`src/rtl/alu_operand_loader_if.sv`:
```
// rtl/alu_operand_loader_if.sv - operand/select capture bus and issued-operation handshake
interface alu_operand_loader_if #(
    parameter int WIDTH   = 4,
    parameter int SEL_W   = 4,
    parameter int COUNT_W = 8
);
    logic [WIDTH-1:0]   din;
    logic               load;
    logic               abort;
    logic               op_ready;
    logic [WIDTH-1:0]   a_out;
    logic [WIDTH-1:0]   b_out;
    logic [SEL_W-1:0]   sel_out;
    logic               op_valid;
    logic               busy;
    logic [1:0]         phase;
    logic               overrun;
    logic [COUNT_W-1:0] op_count;

    modport master (
        output din, load, abort, op_ready,
        input  a_out, b_out, sel_out, op_valid, busy, phase, overrun, op_count
    );

    modport slave (
        input  din, load, abort, op_ready,
        output a_out, b_out, sel_out, op_valid, busy, phase, overrun, op_count
    );
endinterface

```
`src/rtl/alu_operand_loader.sv`:
```
// rtl/alu_operand_loader.sv - three-strobe operand capture with registered valid/ready issue
module alu_operand_loader #(
    parameter int WIDTH   = 4,
    parameter int SEL_W   = 4,  // must not exceed WIDTH; taken from the low din bits
    parameter int COUNT_W = 8
) (
    input logic                clk,
    input logic                rst,
    alu_operand_loader_if.slave bus
);
    typedef enum logic [1:0] {
        S_A     = 2'b00,
        S_B     = 2'b01,
        S_SEL   = 2'b10,
        S_ISSUE = 2'b11
    } state_t;

    state_t             state;
    logic [WIDTH-1:0]   hold_a;
    logic [WIDTH-1:0]   hold_b;
    logic [WIDTH-1:0]   a_q;
    logic [WIDTH-1:0]   b_q;
    logic [SEL_W-1:0]   sel_q;
    logic               valid_q;
    logic               overrun_q;
    logic [COUNT_W-1:0] count_q;

    // Capture sequence, issue handshake, drop detection and completed-op counting.
    always_ff @(posedge clk) begin
        if (rst) begin
            state     <= S_A;
            hold_a    <= '0;
            hold_b    <= '0;
            a_q       <= '0;
            b_q       <= '0;
            sel_q     <= '0;
            valid_q   <= 1'b0;
            overrun_q <= 1'b0;
            count_q   <= '0;
        end else begin
            overrun_q <= 1'b0;
            case (state)
                S_A: begin
                    if (bus.abort) begin
                        state <= S_A;
                    end else if (bus.load) begin
                        hold_a <= bus.din;
                        state  <= S_B;
                    end
                end
                S_B: begin
                    if (bus.abort) begin
                        state <= S_A;
                    end else if (bus.load) begin
                        hold_b <= bus.din;
                        state  <= S_SEL;
                    end
                end
                S_SEL: begin
                    if (bus.abort) begin
                        state <= S_A;
                    end else if (bus.load) begin
                        a_q     <= hold_a;
                        b_q     <= hold_b;
                        sel_q   <= bus.din[SEL_W-1:0];
                        valid_q <= 1'b1;
                        state   <= S_ISSUE;
                    end
                end
                S_ISSUE: begin
                    // The operation is committed here: abort has no effect and any
                    // load is dropped and flagged.
                    if (bus.load) begin
                        overrun_q <= 1'b1;
                    end
                    if (valid_q && bus.op_ready) begin
                        valid_q <= 1'b0;
                        count_q <= count_q + 1'b1;
                        state   <= S_A;
                    end
                end
                default: state <= S_A;
            endcase
        end
    end

    assign bus.a_out    = a_q;
    assign bus.b_out    = b_q;
    assign bus.sel_out  = sel_q;
    assign bus.op_valid = valid_q;
    assign bus.overrun  = overrun_q;
    assign bus.op_count = count_q;
    assign bus.phase    = state;
    assign bus.busy     = (state != S_A);
endmodule

```
`src/flat_wrapper.sv`:
```
// flat-port wrapper written by rule: the top's interface ports become plain ports
module alu_operand_loader_flat 
#(
    parameter int WIDTH   = 4,
    parameter int SEL_W   = 4,                                                       
    parameter int COUNT_W = 8
)
  (clk, rst, bus_din, bus_load, bus_abort, bus_op_ready, bus_a_out, bus_b_out, bus_sel_out, bus_op_valid, bus_busy, bus_phase, bus_overrun, bus_op_count);
  alu_operand_loader_if #(.WIDTH(WIDTH), .SEL_W(SEL_W), .COUNT_W(COUNT_W)) bus_i ();
  input logic clk;
  input logic rst;
  input wire logic [$bits(bus_i.din)-1:0] bus_din;
  input wire logic [$bits(bus_i.load)-1:0] bus_load;
  input wire logic [$bits(bus_i.abort)-1:0] bus_abort;
  input wire logic [$bits(bus_i.op_ready)-1:0] bus_op_ready;
  output wire logic [$bits(bus_i.a_out)-1:0] bus_a_out;
  output wire logic [$bits(bus_i.b_out)-1:0] bus_b_out;
  output wire logic [$bits(bus_i.sel_out)-1:0] bus_sel_out;
  output wire logic [$bits(bus_i.op_valid)-1:0] bus_op_valid;
  output wire logic [$bits(bus_i.busy)-1:0] bus_busy;
  output wire logic [$bits(bus_i.phase)-1:0] bus_phase;
  output wire logic [$bits(bus_i.overrun)-1:0] bus_overrun;
  output wire logic [$bits(bus_i.op_count)-1:0] bus_op_count;
  assign bus_i.din = bus_din;
  assign bus_i.load = bus_load;
  assign bus_i.abort = bus_abort;
  assign bus_i.op_ready = bus_op_ready;
  assign bus_a_out = bus_i.a_out;
  assign bus_b_out = bus_i.b_out;
  assign bus_sel_out = bus_i.sel_out;
  assign bus_op_valid = bus_i.op_valid;
  assign bus_busy = bus_i.busy;
  assign bus_phase = bus_i.phase;
  assign bus_overrun = bus_i.overrun;
  assign bus_op_count = bus_i.op_count;
  alu_operand_loader #(.WIDTH(WIDTH), .SEL_W(SEL_W), .COUNT_W(COUNT_W)) u_core (.clk(clk), .rst(rst), .bus(bus_i));
endmodule
```
`config.mk`:
```
export PLATFORM = sky130hd
export DESIGN_NAME = alu_operand_loader_flat
export DESIGN_NICKNAME = d
export VERILOG_FILES = /design/src/rtl/alu_operand_loader_if.sv /design/src/rtl/alu_operand_loader.sv /design/src/flat_wrapper.sv
export SDC_FILE = /design/constraint.sdc
export NUM_CORES = 1
export LEC_CHECK = 0
export BUFFER_PORTS_ARGS = -buffer_cell sky130_fd_sc_hd__buf_4
export CAP_MARGIN = 10
export CORE_MARGIN = 10
export CORE_UTILIZATION = 54
export DETAILED_ROUTE_END_ITERATION = 8
export GPL_TIMING_DRIVEN = 0
export PLACE_DENSITY = 0.81
export SLEW_MARGIN = 20
export SYNTH_ARGS = -nofsm -noshare
export SYNTH_HDL_FRONTEND = slang
export SYNTH_SLANG_ARGS = --single-unit
```
`constraint.sdc`:
```
create_clock -name clk -period 2.28 [get_ports clk]
set_input_delay 0.342 -clock clk [delete_from_list [all_inputs] [get_ports clk]]
set_output_delay 0.342 -clock clk [all_outputs]
set_load 0.03 [all_outputs]
```
# == Word-level counts from Yosys, hierarchy flattened ==
# Cells that the tools add are included.
# classes
n_eq_ne,9
n_addsub,1
n_reduce_logical,11
bitwise,2
muxes,13
# op_table
cell,n
$mux 2,7
$ne 3x3->1 const B,3
$reduce_and 3->1,3
$add 8x1->8 const B,1
$pmux 2 s4,1
$reduce_and 4->1,2
$eq 2x2->1 const B,2
$mux 1,4
$ne 2x2->1 const B,2
$reduce_bool 2->1,2
$eq 2x1->1 const B,1
$logic_not 2->1,1
$ne 2x1->1 const B,1
$not 1->1,2
$pmux 1 s2,1
$reduce_and 2->1,1
$reduce_or 2->1,1
$logic_and 1x1->1,1
# totals
inputBits,9
regBits,32

# == Depth between registers and ports, before layout ==
# Gate-level depths: netlist (run 1).
# logic_depth
depth_word,3
ltp_mapped,5

# == Least setup slack after synthesis (run 1) ==
# Ideal clock, no wire load.
# synth_path
path_kind,register to register
from,reg u_core.state[0] (netlist: u_core.bus.phase[0])
to,reg u_core.count_q[6] (netlist: u_core.bus.op_count[6])
required_time_ns,2.209
slack_ns,0.735
stages_incl_launch_ff,5
n_path_buf,1
t_arrival_ns,1.474
cell_sequence,dfxtp_1 buf_4 nand4_4 or4_1 a21oi_1
# synth_between
elab_chain_cells,2
# synth_lines
item,line,text
from (decl),alu_operand_loader.sv:18,state_t state;
from (signal assigned),alu_operand_loader.sv:31,state <= S_A;
from (signal assigned),alu_operand_loader.sv:45,state <= S_A;
from (signal assigned),alu_operand_loader.sv:48,state <= S_B;
$eq 2x2->1,alu_operand_loader.sv:42,case (state)
$reduce_and 2->1 (no line),n/a,
to (signal assigned),alu_operand_loader.sv:78,count_q <= count_q + 1'b1;
to (decl),alu_operand_loader.sv:26,logic [COUNT_W-1:0] count_q;
# Every way passes these cells.
# A chain may end at the register's enable or synchronous reset.

# == Final worst setup path (run 1) ==
# layout_path
from,reg u_core.state[1] (netlist: u_core.bus.phase[1])
to,out bus_busy
# layout_between
elab_chain_cells,1
# layout_lines
item,line,text
$reduce_bool 2->1,alu_operand_loader.sv:94,assign bus.busy = (state != S_A);
to (decl),flat_wrapper.sv:20,output wire logic [$bits(bus_i.busy)-1:0] bus_busy;
# Every way passes these cells.

==> run summary, run 1 <==
Total power -> 1.06 mW
Largest net degree at the start of global routing -> 11
Max Transition Viols Final -> 0
Post-synth ARST share -> 0%
Most frequent cell after synthesis -> dfxtp_1
FF+latch count, synth -> 32
Synth Area per Inst -> 9.07 µm²
Via count -> 1119
Hold_buf cts -> 0
CTS-repair resized insts -> 0
Initial Util -> 57.6%
Final setup fails -> 0
WL met1 -> 1190 µm
DR WL/cell -> 14.4 µm
Leakage -> 0.663 nW
Synth top area share -> 49.8%
Net switching power figure -> 0.232 mW
Syn Std Cell Area -> 0.00129 mm²
Setup TNS -> 0 ns
Req. time, crit path -> 1.94 ns
Clock power share -> 39.2%
Register area -> 641 µm²
Yosys warns -> 0
Vias per cell -> 5.30
H-tree depth -> 2
Grt ovf -> 0
Routed met2 length -> 1510 µm
Nature of the critical path endpoint -> output port
Clock sink count -> 32
Core Area -> 0.00223 mm²
Fillcell total -> 188
Clock insertion delay at the later pin of the skew report -> 0.34 ns
Most frequent cells after synthesis -> dfxtp_1, nand2_1, a21oi_1
Clock transition at path regs -> 0.09 ns
Post-synthesis sequential area ratio -> 49.8%
Synth cell types -> 28
Vias in the first global route -> 1116
Sequential power share -> 53.8%
Critical path type -> reg2out
Routed wire length -> 3030 µm
Top sig layer -> met4
Footprint of the multi-input gates -> 589 µm²
Die Y -> 68.8 µm
Mapped Nets -> 152
TritonRoute pass-1 iters -> 4
Worst slew margin -> 65.8%
Critical path peak fanout -> 10
DP HPWL -> 2250 µm
Startpoint types -> flop
Root Driver -> clkbuf_4
Worst-margin pin slew -> 0.513 ns
IO Port Bufs -> 33
# rows -> 17
Switching Fraction -> 21.9%
R2R Setup Slk -> 0.85 ns
Total track usage -> 14.4%
Post-synth EDFFs -> 0
Initial antenna violation count -> 0
Nets -> 192
Die area -> 0.00474 mm²
Max-cap violation count -> 0
Commonest register cell after synthesis -> dfxtp_1
Largest cells by area after synthesis -> dfxtp_1, a21oi_1, nand2_1, mux2i_1, nor2_1
Met3 Wirelength -> 269 µm
Layout Area Growth over Synthesis -> 27.9%
Worst Hold Class -> in2reg
Final min period -> 1.63 ns
DRC -> 0
Period utilization -> 71.4%
Pint -> 0.827 mW
CTS tree -> yes
Diodes inserted -> 0
Logic pwr share -> 7.0%
Share of post-route cells with drive strength above 1 -> 27.3%
Post-CTS Setup Inserts -> 0
Crit path DAT -> 1.29 ns
DRT antenna net count -> 0
Post-synth top area cell -> dfxtp_1
Fmax -> 614 MHz
RD Place Congestion -> 0.694
CTS Buf Count -> 5
Fin. Hold Viols -> 0
Pwr Density -> 643 mW/mm²
Io pins -> 34
RSZ-0062 raised after global routing -> false
Maximum clock insertion buffer count -> 2
Cell count after synthesis -> 142
Outcome -> finished clean
Worst-case clock skew -> 0.0104 ns
Die W -> 68.8 µm
Max VDD drop -> 0.000601 V
Initial DRC count -> 75
First-pass GRT wire length -> 5040 µm
-- per-layer routing --
metal / vias to the layer above / global-route usage, %
li1: 577 / -
met1: 512 / 14.7
met2: 25 / 24.3
met3: 5 / 7.73
met4: 0 / 5.91
met5: - / 0
-- path summary, 6_finish.rpt --
check,endpoint,from,cells past startpoint
worst min register to register,u_core.bus.b_out[1],u_core.hold_b[1],2
worst max register to register,u_core.bus.op_count[7],u_core.bus.phase[0],4
worst max-delay path,bus_busy,u_core.bus.phase[1],3
worst min-delay path,u_core.bus.phase[0],rst,2
-- per-stage QoR --
step	cell area, µm²	hold WS [ns]	util (%)	instances	setup WS (ns)
floorplan	1290	0.415	-	142	0.735
global placement	1570	0.440	70.3	203	0.923
detailed placement	1570	0.447	70.3	203	0.858
CTS	1650	0.188	73.7	211	0.635
global route	1650	0.184	73.7	211	0.594
finish	1650	0.198	73.7	211	0.652
-- area by class of cell --
cell class	count	share of cell area, %
flip-flops and latches	32	38.9
clock buffers	6	2.51
well taps	28	2.13
multi-input cells	98	35.8
clock inverters	2	2.13
inverters	3	0.684
repair buffers	33	15.0
plain buffers	9	2.81
-- kinds of logic after synthesis --
group | count (synthesis) | synth area share [%]
xor gates and xnor gates | 1 | 0.680
buffers and inverters | 12 | 4.47
muxes | 9 | 7.00
AOI/OAI and AO/OA | 29 | 12.5
adders and majority gates | 1 | 0.972
DFF | 32 | 49.8
and+or+nand+nor | 58 | 24.6
-- power by group through the flow --
stage / logic, mW / registers, mW / clock network (mW)
floorplan: 0.0391 / 0.586 / 0
global placement: 0.0728 / 0.582 / 0
detailed placement: 0.0745 / 0.583 / 0
CTS: 0.0746 / 0.570 / 0.429
global route: 0.0813 / 0.571 / 0.461
finish: 0.0740 / 0.570 / 0.416
-- worst max-delay path, stage by stage (launching register included) --
cell and delay [ns]:
dfxtp_1 0.32, buf_4 0.17, or2_2 0.29, buf_4 0.17
-- sequential cells by signal, summed over array words and instances (netlist names) --
signal               count
u_core.bus.phase         2
u_core.bus.overrun       1
u_core.bus.sel_out       4
u_core.hold_a            4
u_core.bus.b_out         4
u_core.hold_b            4
u_core.bus.op_valid      1
u_core.bus.op_count      8
u_core.bus.a_out         4
-- cell usage in the layout (no fill, tap or decap), drive strengths merged, types with 2 or more instances in the layout --
| master | n |
|---|---|
| clkbuf | 9 |
| dfxtp | 32 |
| inv | 3 |
| nand4 | 2 |
| mux2i | 9 |
| a21oi | 21 |
| buf | 39 |
| or4 | 5 |
| o31ai | 5 |
| nor2 | 12 |
| nand3 | 2 |
| nand2 | 28 |
No activity file was read; power rests on OpenSTA's default activity.
==> run 2, diff against run 1 <==
Settings changed: ABC_AREA set to 1, CORE_UTILIZATION 54 to 51, PLACE_DENSITY 0.81 to 0.77.
Clock period 2.28 ns to 1.7 ns, I/O delays scaled along.
==> run 2 against run 1 <==
  * Global-route usage down 1.9 points
  * Die area grew 6.3%
  * Register-to-register slack got worse by 0.35 ns
  * Sequential cell count unchanged
  * Synthesized cell count increased by 27%
  * Largest cell class unchanged
==> run summary, run 2 <==
Setup TNS -> 0 ns
Pre-CTS setup slack -> 0.459 ns
DRC -> 0
Most frequent cells in the layout -> nor2_1, buf_4, dfxtp_1
DR WL/cell -> 12.2 µm
Routed wire length -> 3060 µm
Footprint of the multi-input gates -> 557 µm²
Post-synth EDFFs -> 0
Max reg flops -> 8
Fmax -> 693 MHz
Post-synth top area cell -> dfxtp_1
Share of post-route cells with drive strength above 1 -> 22.6%
Switching Fraction -> 24.4%
CTS tree -> yes
Nature of the critical path endpoint -> output port
Commonest register cell after synthesis -> dfxtp_1
Critical path peak fanout -> 6
Most frequent cell after synthesis -> nor2_1
Clock transition at path regs -> 0.10 ns
Pwr Density -> 885 mW/mm²
Worst-case clock skew -> 0.00633 ns
Max-cap violation count -> 0
R2r startpoint -> u_core.bus.op_count[1]
WP buf/inv -> 2
Post-synth ARST share -> 0%
Hold slack final -> 0.105 ns
Min-delay src -> rst
Hold Path Cell Cnt -> 2
CTS-repair resized insts -> 0
Delay-heaviest family, CP -> flip-flops
Clock insertion delay at the later pin of the skew report -> 0.33 ns
Total track usage -> 12.5%
RD Place Congestion -> 0.865
Mux contribution to synthesized area -> 0%
Clock sink count -> 32
Worst-margin pin slew -> 0.432 ns
IO Port Bufs -> 33
Most frequent cells after synthesis -> nor2_1, dfxtp_1, nand2_1
Post-layout util -> 68.1%
Grt ovf -> 0
Critical path type -> reg2out
Post-synthesis sequential area ratio -> 48.3%
H-tree depth -> 2
Hold_buf cts -> 0
R2R cell count -> 7
Leakage -> 0.846 nW
# rows -> 18
Net switching power figure -> 0.363 mW
Total power -> 1.49 mW
Final setup fails -> 0
Crit path DAT -> 1.19 ns
CTS Buf Count -> 5
Mapped Nets -> 190
Worst r2r dst -> u_core.bus.op_count[4]
Io pins -> 34
DRT antenna net count -> 0
Clock power share -> 38.4%
Layout Area Growth over Synthesis -> 27.3%
Nets -> 230
Vias per cell -> 4.94
Yosys warns -> 0
Diodes inserted -> 0
TritonRoute pass-1 iters -> 4
Cell count after synthesis -> 180
Root Driver -> clkbuf_4
Period utilization -> 84.9%
Syn Std Cell Area -> 0.00133 mm²
Outcome -> finished clean
Final instance area -> 0.00169 mm²
Core Area -> 0.00248 mm²
Largest family of logic cells by synthesized area -> simple AND/OR/NAND/NOR gates
Initial DRC count -> 61
Largest net degree at the start of global routing -> 11
Die area -> 0.00504 mm²
Maximum clock insertion buffer count -> 2
Vias in the first global route -> 1263
FF+latch count, synth -> 32
Synth top area share -> 48.3%
Fin. Hold Viols -> 0
R2R Setup Slk -> 0.50 ns
Max VDD drop -> 0.000880 V
Fillcell total -> 224
Worst slew margin -> 71.2%
Synth Area per Inst -> 7.36 µm²
Adder-Cell Fraction of Synth Area -> 0.944%
Logic pwr share -> 9.3%
Pint -> 1.13 mW
Commonest non-fill, non-tap cell in the layout -> nor2_1
Worst Hold Class -> in2reg
Cell Count, Final, Fillers Out -> 251
Startpoint types -> flop
Largest cells by area after synthesis -> dfxtp_1, nor2_1, nand2_1, inv_1, o21ai_0
Final min period -> 1.44 ns
Cells after DPL -> 243
Req. time, crit path -> 1.44 ns
Crit. Startpoint -> u_core.bus.phase[1]
Initial antenna violation count -> 0
Crit-path cells -> nor2_1 > inv_1 > buf_4
Synth cell types -> 20
Post-CTS Setup Inserts -> 0
Synth Area in Simple Gates -> 28.2%
Die Y -> 71.0 µm
Die W -> 71.0 µm
RSZ-0062 raised after global routing -> false
Sequential power share -> 52.3%
Post-Synth XOR/XNOR Area -> 0%
Slowest Stage Delay on Critical Path -> 0.38 ns
Crit-path slowest cell -> dfxtp_1
Max Transition Viols Final -> 0
Setup ws final -> 0.258 ns
Compound-gate portion of the synthesized area -> 12.8%
First-pass GRT wire length -> 5380 µm
Via count -> 1240
Register area -> 641 µm²
Initial Util -> 53.5%
Worst min-delay path endpoint -> u_core.bus.op_valid
DP HPWL -> 2360 µm
Placement Cell Area -> 0.00161 mm²
[run 2: changes by cell type in the layout (fill, tap and decap cells not counted), moves of 4 or more]
cell / delta
mux2i_1: -9
inv_1: +20
nor2_1: +28
buf_2: -4
or4_1: -5
o31ai_1: -5
o21ai_0: +14
a21oi_1: -9
o21ai_1: +7
nand3_1: +5
[run 2: metal layers]
metal	share of wire, %	vias to the layer above	GRT usage [%]
li1	-	644	-
met2	48	26	21.9
met4	2.1	0	4.95
met5	0	-	0
met3	6.3	7	4.74
met1	43	563	13.3
[run 2: cells by family (layout without fill, tap and decap cells)]
family / count (synthesis) / after routing
AO/OA/AOI/OAI: 34 / 34
adder cells (fa/ha/maj): 1 / 1
buffers and inverters: 29 / 70
flip-flops: 32 / 32
AND/OR/NAND/NOR: 84 / 84
[run 2: how the worst max path moves through the flow]
stage               depth (start not counted)                     end  slack (ns)
floorplan                                   7  u_core.bus.op_count[4]        0.36
global placement                            7        u_core.hold_a[1]        0.51
detailed placement                          7        u_core.hold_a[0]        0.46
CTS                                         3                bus_busy        0.27
global route                                3                bus_busy        0.17
finish                                      3                bus_busy        0.26
[run 2: area by class of cell]
type	instances	area share, %
Buffer	5	2.23
Inverter	24	5.34
Sequential cell	32	38.0
Timing Repair Buffer	33	14.7
Multi-Input combinational cell	119	33.0
Tap cell	30	2.23
Clock inverter	2	2.08
Clock buffer	6	2.45
[run 2: worst register-to-register path, stage by stage, from the launching register on]
cell and delay, ns:
dfxtp_1 0.39, ha_1 0.21, inv_1 0.05, nor2_1 0.16, and2_2 0.17, nand2_1 0.04, nand2_1 0.05, nor2_1 0.03
[run 2: power by group through the flow]
stage | sequential, mW | combinational (mW) | clock, mW
floorplan | 0.818 | 0.0625 | 0
global placement | 0.797 | 0.137 | 0
detailed placement | 0.798 | 0.140 | 0
CTS | 0.781 | 0.140 | 0.574
global route | 0.784 | 0.153 | 0.616
finish | 0.781 | 0.139 | 0.573
